--- config.mk ---
export PLATFORM = sky130hd
export DESIGN_NAME = modinv_helper_reduce_scheduler
export DESIGN_NICKNAME = d
export VERILOG_FILES = /design/src/rtl/modinv_helper_reduce_scheduler.sv
export SDC_FILE = /design/constraint.sdc
export NUM_CORES = 1
export LEC_CHECK = 0
export BUFFER_PORTS_ARGS = -buffer_cell sky130_fd_sc_hd__buf_4
export CORE_ASPECT_RATIO = 1.25
export CORE_MARGIN = 2
export CORE_UTILIZATION = 52
export CTS_CLUSTER_SIZE = 20
export DETAILED_ROUTE_END_ITERATION = 12
export PLACE_DENSITY_LB_ADDON = 0.25
export SLEW_MARGIN = 15
export SYNTH_ARGS = -nofsm -noshare
export SYNTH_HDL_FRONTEND = slang
export SYNTH_SLANG_ARGS = --single-unit
--- constraint.sdc ---
create_clock -name clk -period 4.5 [get_ports clk]
set_clock_uncertainty 0.15 [all_clocks]
set_input_delay 0.675 -clock clk [delete_from_list [all_inputs] [get_ports clk]]
set_output_delay 0.675 -clock clk [all_outputs]
set_load 0.03 [all_outputs]
--- src/rtl/modinv_helper_reduce_scheduler.sv ---
// Reduction-phase sequencer for the modular invertor: runs calc/update helper pairs for NUM_ITERS iterations.
// Optional MODINV_REDUCE_EARLY_EXIT_EN: stop as soon as k is exhausted (run length then depends on k).
module modinv_helper_reduce_scheduler #(
    parameter int NUM_ITERS = 512,
    parameter int K_BITS    = 10,
    parameter int ITER_BITS = 10
) (
    input  logic                 clk,
    input  logic                 rst,
    input  logic                 ena,
    output logic                 rdy,
    input  logic [K_BITS-1:0]    k_in,
    input  logic                 s_lsb,
    output logic                 calc_ena,
    input  logic                 calc_rdy,
    output logic                 upd_ena,
    input  logic                 upd_rdy,
    output logic                 s_is_odd,
    output logic                 k_is_nul,
    output logic [2:0]           state_dbg
);

    // Handshake: ena is taken only in IDLE (rdy=1); helper pulses last one cycle,
    // and a helper's rdy is ignored on the first wait cycle because it drops a cycle late.

    typedef enum logic [2:0] {
        IDLE      = 3'd0,
        CALC_GO   = 3'd1,
        CALC_WAIT = 3'd2,
        UPD_GO    = 3'd3,
        UPD_WAIT  = 3'd4
    } state_t;

    localparam logic [ITER_BITS-1:0] LAST_ITER = ITER_BITS'(NUM_ITERS - 1);

    state_t                state;
    logic [K_BITS-1:0]     k_cnt;
    logic [ITER_BITS-1:0]  iter_cnt;
    logic                  first_wait;
    logic [K_BITS-1:0]     k_dec;
    logic                  run_done;

    assign state_dbg = state;

    always_comb begin
        k_dec    = (k_cnt != '0) ? (k_cnt - K_BITS'(1)) : '0;
        run_done = (iter_cnt == LAST_ITER);
`ifdef MODINV_REDUCE_EARLY_EXIT_EN
        if (k_dec == '0) run_done = 1'b1;
`endif
    end

    always_ff @(posedge clk) begin
        if (rst) begin
            state      <= IDLE;
            rdy        <= 1'b1;
            calc_ena   <= 1'b0;
            upd_ena    <= 1'b0;
            s_is_odd   <= 1'b0;
            k_is_nul   <= 1'b0;
            k_cnt      <= '0;
            iter_cnt   <= '0;
            first_wait <= 1'b0;
        end else begin
            calc_ena <= 1'b0;
            upd_ena  <= 1'b0;
            case (state)
                IDLE: begin
                    rdy <= 1'b1;
`ifdef MODINV_REDUCE_EARLY_EXIT_EN
                    if (ena && (k_in != '0)) begin
`else
                    if (ena) begin
`endif
                        k_cnt    <= k_in;
                        iter_cnt <= '0;
                        rdy      <= 1'b0;
                        calc_ena <= 1'b1;
                        state    <= CALC_GO;
                    end
                end
                CALC_GO: begin
                    // Parity and k status are frozen here for the rest of the iteration.
                    s_is_odd   <= s_lsb;
                    k_is_nul   <= (k_cnt == '0);
                    first_wait <= 1'b1;
                    state      <= CALC_WAIT;
                end
                CALC_WAIT: begin
                    first_wait <= 1'b0;
                    if (!first_wait && calc_rdy) begin
                        upd_ena <= 1'b1;
                        state   <= UPD_GO;
                    end
                end
                UPD_GO: begin
                    first_wait <= 1'b1;
                    state      <= UPD_WAIT;
                end
                UPD_WAIT: begin
                    first_wait <= 1'b0;
                    if (!first_wait && upd_rdy) begin
                        iter_cnt <= iter_cnt + ITER_BITS'(1);
                        k_cnt    <= k_dec;
                        if (run_done) begin
                            rdy   <= 1'b1;
                            state <= IDLE;
                        end else begin
                            calc_ena <= 1'b1;
                            state    <= CALC_GO;
                        end
                    end
                end
                default: begin
                    rdy   <= 1'b1;
                    state <= IDLE;
                end
            endcase
        end
    end

endmodule

==> key figures <==
Critical path
  – CP delay by family, top: simple AND/OR/NAND/NOR gates
  – Worst-case reg-to-reg path depth: 5
  – Slowest stage delay, CP: roughly 670 ps
  – Crit Path Category: flip-flop to flip-flop
  – Worst path arrival time: around 2700 ps
  – CP max FO: 15
  – FF-to-FF Start: state_dbg[2]
  – Crit start category: flip-flop
  – Worst R2R End: iter_cnt[9]
  – Worst R2R Setup Slack: a little under 2000 ps
  – Worst EP required: ~4600 ps
  – Crit path cell chain: nand3b_1 -> a21boi_1 -> nand2_1 -> or3_1 -> a21oi_1
  – Slowest cell on crit path: a21boi_1
  – Worst Path Buf+Inv: 0
  – Setup crit end kind: flip-flop

Final layout
  – Core Util, Final: 63.2%
  – Layout cells sized above 1: between 10% and 20%
  – Post-route insts no fill: ~230
  – Final Net Count: ~220
  – N_diodes: 0
  – Area of the multi-input gates: 847 um^2
  – Fillers: 268
  – Register area: slightly below 600 um^2
  – Final instance area: 0.00173 mm^2
  – Synth-to-layout area growth: 13.4%

Die
  – Core area: between 0.002 and 0.003 mm^2
  – Die width: 52.4 um
  – # IOs: 24
  – Die Area: 0.00338 mm^2
  – Die extent in y: ~65 um
  – Starting Density: between 50% and 60%
  – Row count: 21

GRT
  – Vias in the first global route: around 1400
  – Antenna violations before repair: 0
  – Total gr overflow: 0
  – Pin count of the biggest net entering global routing: 22
  – All-layer global routing usage: a little under a quarter
  – First-pass GRT wire length: roughly 5900 um

Pwr
  – Power Total: around 0.65 mW
  – Seq pwr share: between 40% and 50%
  – Total power per unit cell area: roughly 380 mW/mm^2
  – Switching Share: roughly 31%
  – Peak supply drop: around 0.22 mV
  – Gate power share: 22.5%
  – P_leak: between 0.6 and 0.7 nW
  – Internal power: about 0.45 mW
  – Clock share of power: between 30% and 40%
  – Switching power: between 0.2 and 0.25 mW

Routing
  – Post-route ant nets: 0
  – WL/cell: between 10 and 15 um
  – Starting DRC count in detailed routing: 43
  – DR vias: ~1400
  – Final WL: approximately 3400 um
  – DRC viols: 0
  – Via density: just under 6
  – Drt pass-1 iters: 4

Synth
  – Yosys Warn Count: 0
  – Flops & latches, synth: 29
  – Seq/Total Area, Yosys: between 30% and 40%
  – Post-synthesis net count: about 200
  – Cell taking the most area after synthesis: dfxtp_1
  – Synthesized area: 0.00152 mm^2
  – Netlist cell types: 50
  – Syn_area_per_cell: between 8 and 9 um^2
  – Ys async rst share: 0%
  – Synth top area cells: dfxtp_1 (38%), nor2_1 (6.7%), a21oi_1 (4.3%)
  – Syn Inst Count: 180
  – Post-synth EDFFs: 0
  – Area share of the largest cell type after synthesis: between 30% and 40%
  – Dominant synthesized flop cell: dfxtp_1

CTS
  – Clk slew on worst S/H paths: ~100 ps
  – Clock sinks: 29
  – H-tree levels: 2
  – Root Driver: clkbuf_4
  – Postcts setup bufs: 0
  – Post-cts repair resize count: 0
  – CTS tree: built
  – Total CTS buffers: 5
  – CTS Buffer Depth: 2
  – Worst-skew pair later-pin latency: 330 ps
  – CTS Hold Buffers Added: 0

Timing
  – Final setup TNS: 0 ps
  – Slew Limit Fails: 0
  – Least-Margin Pin Slew: 758 ps
  – Hold violation count in the final report: 0
  – Fin crit period: 2550 ps
  – Setup-failing EPs final: 0
  – Hold_ws: ~340 ps
  – Worst setup slack after layout: 1950 ps
  – Crit share post-route: between 50 and 60%
  – F_max: a little under 400 MHz
  – Relative slew slack: between 40% and 50%
  – RSZ-0062 raised after global routing: no

Placement
  – Placed cell area: ~0.0017 mm^2
  – Pre-CTS setup slack: 1840 ps
  – GP Congestion: roughly 0.88
  – Post-DP HPWL: 2410 um
  – Port-buffer cells: 23
  – Placed Cells incl. Taps: 227

Status
  – Status: finished, final reports clean

Min path
  – Hold EP: iter_cnt[1]
  – Worst hold path depth: 2
  – Hold path startpoint: iter_cnt[1]
  – Tightest Hold Check Type: flip-flop to flip-flop

Run
  – # Max-Cap Violations: 0
logic make-up (layout without fill, tap and decap cells):
| kind of cell | count (synthesis) | after routing | synth area share (%) |
|---|---|---|---|
| simple gates | 82 | 82 | 29.8 |
| compound gates | 43 | 43 | 17.7 |
| flops | 29 | 29 | 38.1 |
| buf+inv | 13 | 33 | 6.24 |
| xor+xnor | 9 | 9 | 5.18 |
| fa+ha+maj | 2 | 2 | 1.64 |
| mux | 2 | 2 | 1.31 |
power by group through the flow:
stage	sequential (mW)	clock [mW]	combinational (mW)
global placement	0.302	0	0.143
CTS	0.297	0.208	0.146
finish	0.298	0.206	0.146
floorplan	0.304	0	0.112
global route	0.301	0.223	0.163
detailed placement	0.303	0	0.146
area by class of cell:
cell class,count,area share [%]
inverter,3,0.652
multi-input combinational,138,49.1
timing repair buffer,23,10.0
sequential,29,33.6
tap,34,2.46
clock buffer,5,2.17
clock inverter,2,2.03
cells in the mapped netlist (all sizes together) (2+ instances only):
master / number
nor3: 12
a211oi: 2
a22oi: 3
nand3: 6
a211o: 2
nor2: 28
nor4: 2
nand4: 2
xor2: 5
or3: 3
o31ai: 2
mux2i: 2
inv: 3
o21ai: 13
xnor2: 4
and3: 2
nand3b: 2
and3b: 2
or4: 2
dfxtp: 29
nand2: 12
buf: 5
and4: 2
ha: 2
a21oi: 13
clkbuf: 4
registers in the layout (all words and copies together), names as in the netlist:
register,flops
iter_cnt,10
k_is_nul,1
upd_ena,1
calc_ena,1
first_wait,1
state_dbg,3
k_cnt,10
rdy,1
s_is_odd,1
placed cells by master, fill, tap and decap left out, drive strengths merged, types with 2 or more instances in the layout:
master and instances:
dfxtp 29, nor2 28, buf 23, o21ai 13
a21oi 13, nand2 12, nor3 12, nand3 6
xor2 5, clkbuf 5, xnor2 4, inv 3
or3 3, a22oi 3, and3b 2, nand3b 2
o31ai 2, a211oi 2, and4 2, and3 2
mux2i 2, nand4 2, nor4 2, ha 2
or4 2, a211o 2
how the worst max path moves through the flow:
stage,end,cells after the start,slack (ps),start
floorplan,iter_cnt[6],6,2460,ena
CTS,iter_cnt[9],5,1980,state_dbg[2]
finish,iter_cnt[9],5,1950,state_dbg[2]
detailed placement,iter_cnt[9],6,1840,ena
global placement,iter_cnt[9],6,1910,ena
global route,iter_cnt[9],5,1710,state_dbg[2]
worst register-to-register path, cell delays in order (launching register included):
cell and delay (ps):
dfxtp_1 630, nand3b_1 230, a21boi_1 670, nand2_1 260
or3_1 420, a21oi_1 150
metal layers:
layer  share of wire (%)  wire length (um)  vias to the layer above  global-route usage [%]
li1                    -                 -                      690                       -
met1                  45              1530                      653                    26.9
met2                  50              1720                       28                    39.8
met3                 4.2               144                        4                    6.68
met4                 1.1                38                        0                    8.33
met5                   0                 0                        -                       0
Note: power is estimated with default switching activity, not from simulation.
